## src/rtl/inst_loader.sv

```systemverilog
// UART byte stream -> framed program load into instruction memory; holds the CPU while loading; 1-cycle write after each 4th byte.
// rx_ready drops only during the write cycle; optional inter-byte timeout under LOADER_TIMEOUT_EN.
module inst_loader #(
  parameter int unsigned DEPTH       = 1024,
  parameter logic [31:0] BASE_ADDR   = 32'h0000_0000,
  parameter logic [7:0]  START_BYTE  = 8'hA5,
  parameter int unsigned TIMEOUT_CYC = 1000000
) (
  input  logic        clk,
  input  logic        rst,
  input  logic [7:0]  rx_data,
  input  logic        rx_valid,
  output logic        rx_ready,
  output logic        mem_we,
  output logic [31:0] mem_addr,
  output logic [31:0] mem_wdata,
  output logic        cpu_hold,
  output logic        load_done,
  output logic        load_err
);

  localparam logic [2:0] S_IDLE   = 3'd0;
  localparam logic [2:0] S_LEN_HI = 3'd1;
  localparam logic [2:0] S_LEN_LO = 3'd2;
  localparam logic [2:0] S_DATA   = 3'd3;
  localparam logic [2:0] S_WRITE  = 3'd4;
  localparam logic [2:0] S_CHK    = 3'd5;
  localparam logic [2:0] S_DONE   = 3'd6;
  localparam logic [2:0] S_ERR    = 3'd7;

  logic [2:0]  state_q, state_d;
  logic [15:0] len_q, len_d;
  logic [15:0] wcnt_q, wcnt_d;
  logic [1:0]  bcnt_q, bcnt_d;
  logic [7:0]  xor_q, xor_d;
  logic [31:0] word_q, word_d;
  logic [31:0] addr_q, addr_d;
  logic        hold_q, hold_d;
  logic        done_q, done_d;
  logic        err_q, err_d;

  logic        take;
  logic [15:0] len_full;
  logic [15:0] wcnt_inc;

  assign rx_ready  = (state_q != S_WRITE);
  assign take      = rx_valid & rx_ready;
  assign len_full  = {len_q[15:8], rx_data};
  assign wcnt_inc  = wcnt_q + 16'd1;

  assign mem_we    = (state_q == S_WRITE);
  assign mem_addr  = addr_q;
  assign mem_wdata = word_q;
  assign cpu_hold  = hold_q;
  assign load_done = done_q;
  assign load_err  = err_q;

`ifdef LOADER_TIMEOUT_EN
  logic [31:0] tmo_q, tmo_d;
  logic        tmo_active;
  logic        tmo_hit;

  assign tmo_active = (state_q == S_LEN_HI) || (state_q == S_LEN_LO) ||
                      (state_q == S_DATA)   || (state_q == S_CHK);
  assign tmo_hit    = tmo_active && !take && (tmo_q == 32'(TIMEOUT_CYC - 1));
`endif

  always_comb begin
    state_d = state_q;
    len_d   = len_q;
    wcnt_d  = wcnt_q;
    bcnt_d  = bcnt_q;
    xor_d   = xor_q;
    word_d  = word_q;
    addr_d  = addr_q;
    hold_d  = hold_q;
    done_d  = done_q;
    err_d   = err_q;

    case (state_q)
      S_IDLE, S_DONE, S_ERR: begin
        // Only a start marker begins a frame; all other bytes are dropped here.
        if (take && (rx_data == START_BYTE)) begin
          state_d = S_LEN_HI;
          hold_d  = 1'b1;
          done_d  = 1'b0;
          err_d   = 1'b0;
          wcnt_d  = '0;
          bcnt_d  = '0;
          xor_d   = '0;
          addr_d  = BASE_ADDR;
        end
      end
      S_LEN_HI: begin
        if (take) begin
          len_d[15:8] = rx_data;
          state_d     = S_LEN_LO;
        end
      end
      S_LEN_LO: begin
        if (take) begin
          len_d = len_full;
          if (32'(len_full) > 32'(DEPTH)) begin
            state_d = S_ERR;
            err_d   = 1'b1;
          end else if (len_full == 16'd0) begin
            state_d = S_CHK;
          end else begin
            state_d = S_DATA;
          end
        end
      end
      S_DATA: begin
        if (take) begin
          word_d = {word_q[23:0], rx_data};
          xor_d  = xor_q ^ rx_data;
          bcnt_d = bcnt_q + 2'd1;
          if (bcnt_q == 2'd3) state_d = S_WRITE;
        end
      end
      S_WRITE: begin
        addr_d  = addr_q + 32'd4;
        wcnt_d  = wcnt_inc;
        state_d = (wcnt_inc == len_q) ? S_CHK : S_DATA;
      end
      S_CHK: begin
        if (take) begin
          if (rx_data == xor_q) begin
            state_d = S_DONE;
            done_d  = 1'b1;
            hold_d  = 1'b0;
          end else begin
            state_d = S_ERR;
            err_d   = 1'b1;
          end
        end
      end
      default: state_d = S_IDLE;
    endcase

`ifdef LOADER_TIMEOUT_EN
    tmo_d = '0;
    if (tmo_hit) begin
      state_d = S_ERR;
      err_d   = 1'b1;
      hold_d  = 1'b1;
    end else if (tmo_active && !take) begin
      tmo_d = tmo_q + 32'd1;
    end
`endif
  end

  always_ff @(posedge clk or negedge rst) begin
    if (!rst) begin
      state_q <= S_IDLE;
      len_q   <= '0;
      wcnt_q  <= '0;
      bcnt_q  <= '0;
      xor_q   <= '0;
      word_q  <= '0;
      addr_q  <= BASE_ADDR;
      hold_q  <= 1'b0;
      done_q  <= 1'b0;
      err_q   <= 1'b0;
    end else begin
      state_q <= state_d;
      len_q   <= len_d;
      wcnt_q  <= wcnt_d;
      bcnt_q  <= bcnt_d;
      xor_q   <= xor_d;
      word_q  <= word_d;
      addr_q  <= addr_d;
      hold_q  <= hold_d;
      done_q  <= done_d;
      err_q   <= err_d;
    end
  end

`ifdef LOADER_TIMEOUT_EN
  always_ff @(posedge clk or negedge rst) begin
    if (!rst) tmo_q <= '0;
    else      tmo_q <= tmo_d;
  end
`endif

endmodule

```

## config.mk

```make
export PLATFORM = sky130hd
export DESIGN_NAME = inst_loader
export DESIGN_NICKNAME = d
export VERILOG_FILES = /design/src/rtl/inst_loader.sv
export SDC_FILE = /design/constraint.sdc
export NUM_CORES = 1
export LEC_CHECK = 0
export ABC_AREA = 1
export CAP_MARGIN = 10
export CORE_MARGIN = 4
export CORE_UTILIZATION = 45
export DETAILED_ROUTE_END_ITERATION = 12
export GPL_TIMING_DRIVEN = 0
export PLACE_DENSITY_LB_ADDON = 0.05
export SYNTH_ARGS = -nofsm -noshare
export SYNTH_HDL_FRONTEND = slang
export SYNTH_SLANG_ARGS = --single-unit
```

## constraint.sdc

```tcl
create_clock -name clk -period 2 [get_ports clk]
set_input_delay 0.3 -clock clk [delete_from_list [all_inputs] [get_ports clk]]
set_output_delay 0.3 -clock clk [all_outputs]
set_load 0.01 [all_outputs]
```

==> results of run 1 <==
-- registers in the layout, indices dropped and copies added, names as in the netlist --
register,cells
mem_wdata,32
mem_addr,30
xor_q,8
wcnt_q,16
len_q,16
bcnt_q,2
load_err,1
state_q,3
cpu_hold,1
load_done,1
-- how the worst min path moves through the flow --
stage / startpoint / end / slack [ns] / depth (start not counted)
after global routing: mem_wdata[31] / mem_wdata[31] / 0.52 / 1
final: rst / wcnt_q[3] / 0.47 / 2
after CTS: rst / wcnt_q[3] / 0.50 / 2
after global placement: bcnt_q[1] / bcnt_q[1] / 0.47 / 2
after detailed placement: rst / wcnt_q[3] / 0.34 / 1
after floorplan: rst / bcnt_q[0] / 0.004 / 0
-- cell type report --
cell class	count	area share, %
Tap cell	168	2.90
Clock buffer	10	3.16
Buffer	19	1.78
Inverter	81	4.35
Sequential cell	110	38.0
Multi-Input combinational cell	480	36.2
Clock inverter	6	0.863
Timing Repair Buffer	94	12.7
-- cells by family (layout without fill, tap and decap cells) --
logic type,after synthesis,after routing,synth area share [%]
AOI/OAI and AO/OA,105,105,10.2
xor gates and xnor gates,15,15,2.56
adders and majority gates,3,3,0.662
buffers and inverters,100,210,6.93
DFF,110,110,48.6
muxes,21,21,4.06
other,1,2,0.0661
and+or+nand+nor,334,334,27.0
-- where the power goes --
part           internal [mW]  leakage, nW  switching (mW)
logic                   1.99         1.89            2.24
clock network          0.883        0.143           0.918
registers               3.06         1.35           0.799
total                   5.93         3.38            3.95
-- critical path, stage by stage, from the launching register on --
cell and delay [ns]:
dfrtp_1 0.40, ha_2 0.21, nand2_2 0.08, nor2_4 0.12, nand2_2 0.08, nor2_4 0.16, nand4_4 0.13, nor2_4 0.21
nand2_2 0.08, nor3_2 0.14, nand2_1 0.11, nor2_2 0.12, a21oi_1 0.04
-- cells in the final DEF (no fill, tap or decap), drive strengths merged, types with 2 or more instances in the layout --
cell type,synthesis,final
conb,1,2
clkdlybuf4s50,0,73
a21oi,21,21
o21ai,60,60
nor3,9,9
dfrtp,110,110
nand3b,4,4
clkbuf,7,18
ha,3,3
inv,80,83
nor4,3,3
a32o,2,2
buf,12,29
clkinv,1,3
a31oi,4,4
nor2,63,63
mux2i,5,5
xnor2,7,7
xor2,7,7
or2,3,3
nand3,46,46
o22ai,11,11
nand4,22,22
nand2,182,182
o31ai,2,2
mux2,16,16
-- metal layers --
| metal | part of all wire (%) | routed length [um] |
|---|---|---|
| met1 | 48 | 7080 |
| met2 | 46 | 6890 |
| met3 | 4.5 | 666 |
| met4 | 1.7 | 251 |
| met5 | 0 | 0 |
-- repair_timing --
item                       4_1_cts  5_1_grt
gates resized for setup         22       38
hold endpoints to repair        40        0
setup endpoints to repair       23       67
hold buffers                     1        0
setup buffers                    1       15
pin swaps                        1       15
-- per-stage QoR --
step           setup WS, ns  utilization, %  setup TNS, ns  cell area, um2  hold WS (ns)
2_1_floorplan         0.259               -              0            5670       0.00441
3_3_place_gp          -3.68            54.6        -417.37            6640         0.468
3_5_place_dp         -0.655            54.8         -15.50            6670         0.336
4_1_cts              0.0142            57.8              0            7030         0.497
5_1_grt              -0.147            59.6         -0.342            7250         0.522
6_report             0.0225            59.6              0            7250         0.470
==> metrics.txt, run 1 <==
status finished, final reports clean; Final Power slightly below 10 mW; DIE AREA 14500 um2; Fin. Hold Viols 0; Global Route met3 Usage ~5.3%; crit end category flop; GRT busiest layer met2; CTS sink cnt 110; Placed Cells 935; VDD IR max 0.692 mV; gr usage total roughly 22%; Finished Layout Cells 968; I/O Pins 80; global-route wire length before repair between 20000 and 30000 um; Die W 120 um; Post-synth EDFFs 0; Yosys top cell area share 48.6%; First-pass DRT Iterations 5; Starting Density 46.6%; Slew @ Worst Pin 0.576 ns; Yosys cell types between 40 and 50; routing usage on met2 about a third; via count of the routed design 5057; Startpoint Class flop; Critical R2R Launch mem_addr[2]; MaxCap Viol Count 0; synthesized area ~5700 um2; Nets between 800 and 900; Routed wire per std cell 15.4 um; n_diodes 0; Register-to-Register Path Depth 12; number of vias per cell 5.22; final setup skew 0.0131 ns; CP Launch Point mem_addr[2]; Synth Warn # 0; First DRT Iteration DRCs 446; CTS clock-pin slew for the worst setup and hold paths 0.08 ns; Seq cells post-synth 110; placed wire-length estimate 10500 um; crit path capture mem_addr[26]; Global Route met1 Usage 29.4%; register area 2760 um2; asr flop ratio synth 100%; Post-synth top flop dfrtp_1; largest net degree at the start of global routing 71; Worst Path Required 2.26 ns; PwrDens 1360 nW/um2; CTS Buf Count 9; worst rel slew slack 61.6%; crit path kind reg2reg; Max Root-Sink Buffers 2; ratio of cells with drive above 1 in the final layout 15.8%; Commonest cells post-synth nand2_1, dfrtp_1, inv_1; H-tree levels 3; Area contributors post-synth dfrtp_1, nand2_1, inv_1, o21ai_0, nand3_1; Mean Syn Cell Area approximately 8.2 um2; global route overflow 0; RSZ-0062 raised after global routing yes; I/O Buffers 76; fin crit period 1.98 ns; number of global-route vias before repair 5169; Tcrit/Tclk final 98.9%; Multi-input gate area around 2600 um2; Arr. time, crit path 2.24 ns; Synth-to-Final Area Change 27.9%; leakage power total approximately 3.4 nW; synthesized netlist cell count 689; fmax 0.506 GHz; crit path max fanout 6; final WL 14900 um; Die Y between 100 and 150 um; RePlAce Congestion 0.850; post-synthesis sequential area ratio a little under 50%; reg2reg end mem_addr[26]; Slew Limit Fails 0; Core Region 12200 um2; area leader, netlist dfrtp_1; Setup-failing EPs final 0; Clock Tree Root clkbuf_16; clock latency on the worst-skew pair 0.36 ns; register-to-register setup slack 0.02 ns; CTS tree done; residual DRC count 0; Site Rows 40; fill count 1154; antenna viol nets, final 0; top-count cell post-synth nand2_1; worst hold path class in2async; antenna violations before repair 0
Power figures use the tool's default switching activity.
==> run 2: changes to the inputs <==
- CAP_MARGIN: 10 -> 20
- SLEW_MARGIN: not set -> 30
==> run 2 against run 1 <==
Effect of this change: maximum frequency grew 0.75%; via count shrank 0.67%; register-to-register slack is essentially flat; clock skew shrank 0.0042 ns; combinational power shrank 2%; highest routed layer unchanged; flip-flop and latch count is the same; worst hold slack lost 0.066 ns; design area shrank 0.67%; largest power group unchanged; first-iteration DRC count shrank 22%; global-route usage is essentially flat; total power shrank 0.59%; count of clock-buffer cells in the layout is the same.
==> metrics.txt, run 2 (same netlist as run 1, synthesis figures left out) <==
Clock Tree Root clkbuf_16; switch share 39.9%; ratio of cells with drive above 1 in the final layout 15.1%; Site Rows 40; Die W roughly 120 um; MaxCap Viol Count 0; leakage power total 3.38 nW; CTS clock-pin slew for the worst setup and hold paths 0.08 ns; fin crit period about 2.0 ns; Nets 802; number of global-route vias before repair 5242; Routed wire per std cell 15.3 um; Final Power 9.83 mW; most common cell after layout, fill and taps aside nand2_1; crit path kind reg2reg; worst hold path class in2async; final WL roughly 15000 um; Fin. Hold Viols 0; residual DRC count 0; VDD IR max 0.762 mV; First DRT Iteration DRCs 347; DIE AREA 14500 um2; Tcrit/Tclk final a little over nine tenths; Starting Density 46.6%; RSZ-0062 raised after global routing yes; Slew Limit Fails 0; CTS Buf Count 9; Setup-failing EPs final 0; placed wire-length estimate 10500 um; Arr. time, crit path ~2.2 ns; PwrDens 1370 nW/um2; Synth-to-Final Area Change 27.0%; WHS 0.404 ns; clock latency on the worst-skew pair 0.36 ns; power share of the clock group 18.3%; commonest cells after routing, fill and taps aside nand2_1, dfrtp_1, clkdlybuf4s50_1, inv_1, o21ai_0; I/O Pins 80; RePlAce Congestion 0.850; Die Y roughly 120 um; CTS tree done; Startpoint Class flop; Seq pwr share between 30% and 40%; antenna violations before repair 0; via count of the routed design 5023; largest net degree at the start of global routing 77; gr usage total 21.6%; Core Region approximately 12000 um2; Pint 5.91 mW; First-pass DRT Iterations 4; max reg flops 32; H-tree levels 3; status finished, final reports clean; antenna viol nets, final 0; fmax 0.509 GHz; final setup skew 0.00897 ns; global-route wire length before repair approximately 25000 um; global route overflow 0; n_diodes 0; crit end category flop; I/O Buffers 76; Final Instance Area ~7200 um2; Worst Path Required 2.26 ns; crit path max fanout 6; Psw 3.92 mW; dpl cell area between 6000 and 7000 um2; Max Root-Sink Buffers 2; Logic pwr share 42.3%; number of vias per cell 5.23; CTS sink cnt 110
-- run 2: final timing paths --
path                            slack (ns)         from      endpoint  cells past startpoint
worst max-delay path                  0.04  mem_addr[2]  mem_addr[26]                     12
worst min-delay path                  0.40          rst     wcnt_q[4]                      2
worst max register to register        0.04  mem_addr[2]  mem_addr[26]                     12
worst min register to register        0.50    bcnt_q[1]     bcnt_q[1]                      2
max in group asynchronous             0.94          rst    state_q[2]                      3
min in group clk                      0.50    bcnt_q[1]     bcnt_q[1]                      2
-- run 2: layout make-up --
cell class | instances | area, um2
fill | 1146 | 4960
sequential | 110 | 2760
multi-input combinational | 480 | 2630
timing repair buffer | 87 | 868
inverter | 81 | 309
clock buffer | 10 | 229
tap | 168 | 210
buffer | 19 | 131
clock inverter | 6 | 60.1
-- run 2: what timing repair did --
item | CTS | global route
buffers inserted | 2 | 7
pin swaps | 2 | 10
hold buffers | 1 | 0
gates cloned | 0 | 0
hold endpoints to repair | 34 | 0
endpoints found under the setup margin | 23 | 84
gates resized for setup | 21 | 43
-- run 2: critical path, stage by stage (launching register included) --
cell and delay, ns:
dfrtp_1 0.41, ha_1 0.18, nand2_1 0.10, nor2_2 0.15
nand2_2 0.10, nor2_4 0.16, nand4_4 0.12, nor2_4 0.22
nand2_2 0.07, nor3_2 0.11, nand2_1 0.09, nor2_1 0.10
a21oi_1 0.04
-- run 2: through the flow --
stage	utilization (%)	setup TNS, ns	instances	setup WS (ns)
after floorplan	-	0	690	0.259
after detailed placement	54.9	-15.24	935	-0.632
after CTS	57.8	0	954	0.00209
after global placement	54.6	-417.37	934	-3.68
final	59.2	0	961	0.0372
after global routing	59.2	-0.352	961	-0.110
-- run 2: power by group through the flow --
stage / clock network (mW) / registers [mW] / logic [mW]
after floorplan: 0 / 3.87 / 2.26
after global placement: 0 / 3.84 / 3.79
after detailed placement: 0 / 3.87 / 3.91
after CTS: 1.84 / 3.84 / 4.01
after global routing: 1.94 / 4.02 / 4.71
final: 1.80 / 3.87 / 4.16
-- run 2: layer usage --
| metal | GRT usage, % | vias to the layer above | wire length (um) |
|---|---|---|---|
| li1 | - | 2465 | - |
| met1 | 29.0 | 2420 | 6780 |
| met2 | 34.6 | 117 | 6870 |
| met3 | 5.66 | 21 | 809 |
| met4 | 6.87 | 0 | 259 |
| met5 | 0 | - | 0 |
